==> src/rtl/bin_to_bcd_serial.sv <==
// Serial double-dabble converter: unsigned binary in, packed BCD out, one input bit per clock.
// A sticky flag records any carry lost off the top digit so the caller knows the result wrapped.
module bin_to_bcd_serial #(
    parameter int WIDTH  = 8,
    parameter int DIGITS = 3
) (
    input  logic                  i_Clk,
    input  logic                  i_Rst_L,
    input  logic                  i_Start,
    input  logic [WIDTH-1:0]      i_Bin,
    output logic                  o_Busy,
    output logic                  o_Done,
    output logic [4*DIGITS-1:0]   o_BCD,
    output logic                  o_Overflow
);

    localparam int BW = 4 * DIGITS;
    localparam int CW = $clog2(WIDTH + 1);

    typedef enum logic [1:0] {
        IDLE,
        SHIFT,
        FINISH
    } state_t;

    // Add 3 to every digit that would reach 10 or more once doubled.
    function automatic logic [BW-1:0] adjust(input logic [BW-1:0] s);
        logic [BW-1:0] r;
        r = s;
        for (int d = 0; d < DIGITS; d++) begin
            if (s[4*d +: 4] >= 4'd5) begin
                r[4*d +: 4] = s[4*d +: 4] + 4'd3;
            end
        end
        return r;
    endfunction

    state_t          state;
    logic [WIDTH-1:0] shift_reg;
    logic [BW-1:0]   scratch;
    logic            sticky;
    logic [CW-1:0]   cnt;
    logic [BW-1:0]   adj;

    assign adj = adjust(scratch);

    always_ff @(posedge i_Clk or negedge i_Rst_L) begin
        if (!i_Rst_L) begin
            state      <= IDLE;
            shift_reg  <= '0;
            scratch    <= '0;
            sticky     <= 1'b0;
            cnt        <= '0;
            o_Busy     <= 1'b0;
            o_Done     <= 1'b0;
            o_BCD      <= '0;
            o_Overflow <= 1'b0;
        end else begin
            case (state)
                IDLE: begin
                    o_Done <= 1'b0;
                    if (i_Start) begin
                        shift_reg <= i_Bin;
                        scratch   <= '0;
                        sticky    <= 1'b0;
                        cnt       <= CW'(WIDTH);
                        o_Busy    <= 1'b1;
                        state     <= SHIFT;
                    end
                end
                SHIFT: begin
                    o_Done    <= 1'b0;
                    // The adjusted top bit falls off the scratch and is only remembered as overflow.
                    scratch   <= {adj[BW-2:0], shift_reg[WIDTH-1]};
                    shift_reg <= shift_reg << 1;
                    sticky    <= sticky | adj[BW-1];
                    cnt       <= cnt - CW'(1);
                    if (cnt == CW'(1)) begin
                        state <= FINISH;
                    end
                end
                FINISH: begin
                    o_BCD      <= scratch;
                    o_Overflow <= sticky;
                    o_Done     <= 1'b1;
                    o_Busy     <= 1'b0;
                    state      <= IDLE;
                end
                default: begin
                    o_Done <= 1'b0;
                    o_Busy <= 1'b0;
                    state  <= IDLE;
                end
            endcase
        end
    end

endmodule
==> config.mk <==
export PLATFORM = sky130hd
export DESIGN_NAME = bin_to_bcd_serial
export DESIGN_NICKNAME = d
export VERILOG_FILES = /design/src/rtl/bin_to_bcd_serial.sv
export SDC_FILE = /design/constraint.sdc
export NUM_CORES = 1
export LEC_CHECK = 0
export CORE_MARGIN = 3
export CORE_UTILIZATION = 50
export DETAILED_ROUTE_END_ITERATION = 12
export PLACE_DENSITY = 0.74
export SYNTH_ARGS = -nofsm -noshare
export SYNTH_HDL_FRONTEND = slang
export SYNTH_SLANG_ARGS = --single-unit
==> constraint.sdc <==
create_clock -name i_Clk -period 4.5 [get_ports i_Clk]
set_input_delay 0.9 -clock i_Clk [delete_from_list [all_inputs] [get_ports i_Clk]]
set_output_delay 0.9 -clock i_Clk [all_outputs]
set_load 0.02 [all_outputs]
==> run metrics <==
post-cts hold buffer count=0; clock share of power=between 10% and 20%; crit-path max cell delay=0.53 ns; Async SR Flop Fraction=100%; DRT iter0 DRCs=99; Setup Viol. Count Final=0; post-CTS sizing=0; cell-internal power=approximately 0.0011 W; die footprint=between 4000 and 5000 um^2; fin crit share=51.2%; Avg Inst Size Synth=approximately 10 um^2; Die Span X=slightly below 70 um; sw frac=between 30% and 40%; CP endpoint kind=register; post-synth top area share=between 50% and 60%; register area share after synthesis=55.7%; type of origin of the critical path=input pin; Final Critical Period=about 2.3 ns; worst-path maximum fanout=15; Hold Vio Cnt, Final=0; dpl cells=between 200 and 250; Design Area, Final=between 2000 and 2500 um^2; area leader, netlist=dfrtp_1; first-pass GRT wire length=between 6 and 7 mm; Core Area=roughly 3500 um^2; Yosys reg bits=between 40 and 50; CP required=4.72 ns; largest net degree at the start of global routing=43; RSZ-0062 raised after global routing=no; Fmax=434 MHz; Placed Instance Area=around 2200 um^2; critical path type=input pin to register; VDD IR-drop max=around 320 uV; largest cells by area after synthesis=dfrtp_1 56%, ha_1 5.3%, nand2_1 4.4%, mux2_2 4.2%, o21ai_0 4.0%; post-route ant nets=0; Leak=slightly above 1 nW; setup TNS=0 ns; initial antenna violation count=0; Slew Limit Fails=0; CTS Buf Count=5; most frequent cells after synthesis=42 x dfrtp_1, 22 x nand2_1, 17 x nor2_1; CTS tree=built; Cell Count, Final, Fillers Out=approximately 250; routability cong.=roughly 0.8; filler instances=279; Clock Sink Count=42; vias in the first global route=roughly 1,300; Psw=0.000680 W; clock-pin slew on the worst setup and hold paths=~0.080 ns; wire per inst=14.4 um; root cell of the clock tree=clkbuf_8; IO Count=26; htree depth=2; Port Buffer Count=25; Post-synth EDFFs=0; critical path's slowest cell=nor2_1; share of power burned in combinational logic=between 40 and 50%; Worst Path Arrival=approximately 2.5 ns; Initial Utilization=between 50% and 60%; Post-Syn Area=1890 um^2; # DRC=0; PD cells=between 700 and 800 nW/um^2; final net count=~220; Seq. cell area=around 1100 um^2; sequential share of power=38.2%; P&R area growth vs syn=20.0%; mean number of vias per cell=roughly 5.6; placed wire-length estimate=2.53 mm; Slew @ Worst Pin=between 0.9 and 1 ns; Cells after Synth=between 150 and 200; Setup Skew=approximately 0.01 ns; fraction of layout instances using a drive strength above 1=under 10%; area occupied by multi-input gates=749 um^2; synth unique cells=27; height of the die=a little under 70 um; row count=21; Max-slew headroom=between 30% and 40%; Syn Nets=about 200; WL final=between 3 and 4 mm; Worst path most repeated cell=nor2_1; worst-path cell chain=clkdlybuf4s50_1, nor2_1, nor2_1, buf_4, nor2_1, a31oi_1; DR pass1 iterations=4; # Post-CTS Setup Buffers=0; worst hold-check path type=register to register; Primary FF master, synth=dfrtp_1; Clock Latency Late Sink=about 0.30 ns; vias=between 1,000 and 1,500; Max Cap Viol=0; Overflow after GRT=0; antenna fix cells=0; clock buffer depth=2; Ys Warns=0; status=finished clean; most numerous cell in the Yosys netlist=dfrtp_1; total track usage=between 15 and 20%
final cells by class:
cell class / count / area share [%]
Clock buffer: 6 / 3.21
Clock inverter: 2 / 1.66
Inverter: 11 / 1.83
Multi-Input combinational cell: 119 / 33.1
Sequential cell: 42 / 46.5
Tap cell: 46 / 2.54
Timing Repair Buffer: 26 / 11.2
metal layers:
| layer | vias to the layer above | global-route usage [%] | wire [um] |
|---|---|---|---|
| li1 | 676 | - | - |
| met3 | 4 | 5.99 | 169 |
| met1 | 697 | 21.8 | 1670 |
| met2 | 35 | 29.8 | 1750 |
| met5 | - | 0 | 0 |
| met4 | 0 | 7.59 | 53 |
power by group through the flow:
| stage | Combinational [W] | Sequential [W] | Clock [W] |
|---|---|---|---|
| global placement | 0.000743 | 0.000658 | 0 |
| floorplan | 0.000522 | 0.000690 | 0 |
| detailed placement | 0.000781 | 0.000667 | 0 |
| global route | 0.000859 | 0.000680 | 0.000325 |
| CTS | 0.000781 | 0.000661 | 0.000301 |
| finish | 0.000775 | 0.000661 | 0.000295 |
worst max-delay path, delay by kind of cell:
| kind | cells | cell delay (ns) |
|---|---|---|
| AND/OR/NAND/NOR | 3 | 0.63 |
| AO/OA/AOI/OAI | 1 | 0.17 |
| buffers and inverters | 2 | 0.81 |
path summary, 6_finish.rpt:
| check | from | end | slack [ns] | depth (start not counted) |
|---|---|---|---|---|
| min reg2reg | o_BCD[9] | o_BCD[9] | 0.48 | 2 |
| min | o_BCD[9] | o_BCD[9] | 0.48 | 2 |
| max in group asynchronous | i_Rst_L | scratch[1] | 3.21 | 1 |
| min in group asynchronous | i_Rst_L | sticky | 0.72 | 1 |
| max | i_Start | shift_reg[1] | 2.20 | 6 |
| max reg2reg | state[1] | scratch[10] | 2.71 | 3 |
cell usage in the layout, fill, tap and decap left out, drive strengths merged:
cell type / synthesis / routed
nand3: 1 / 1
ha: 8 / 8
xnor2: 3 / 3
nor3: 4 / 4
a31oi: 7 / 7
a22oi: 1 / 1
and3: 1 / 1
bufinv: 0 / 1
nor2b: 1 / 1
xor2: 2 / 2
clkdlybuf4s50: 0 / 24
clkbuf: 1 / 6
a32o: 4 / 4
nand2b: 5 / 5
clkinvlp: 0 / 1
o32ai: 1 / 1
nor2: 17 / 17
a21oi: 5 / 5
o31ai: 5 / 5
inv: 11 / 11
o21ai: 16 / 16
nor3b: 1 / 1
o22ai: 5 / 5
a221o: 3 / 3
dfrtp: 42 / 42
buf: 7 / 2
mux2: 7 / 7
nand2: 22 / 22
logic make-up after synthesis:
family / share of synthesized area, %
AND/OR/NAND/NOR: 11.8
AO/OA/AOI/OAI: 16.1
flip-flops: 55.7
buffers and inverters: 4.51
adder cells (fa/ha/maj): 5.31
multiplexers: 4.18
XOR/XNOR: 2.32
through the flow:
step                util, %  hold slack [ns]  setup slack (ns)  power [W]
floorplan                 -            0.450              2.90    0.00121
global placement       61.6            0.462              2.01    0.00140
detailed placement     61.6            0.470              1.91    0.00145
CTS                    64.7            0.488              2.22    0.00174
global route           64.7            0.507              2.08    0.00186
finish                 64.7            0.480              2.20    0.00173
No activity file was read; power rests on OpenSTA's default activity.
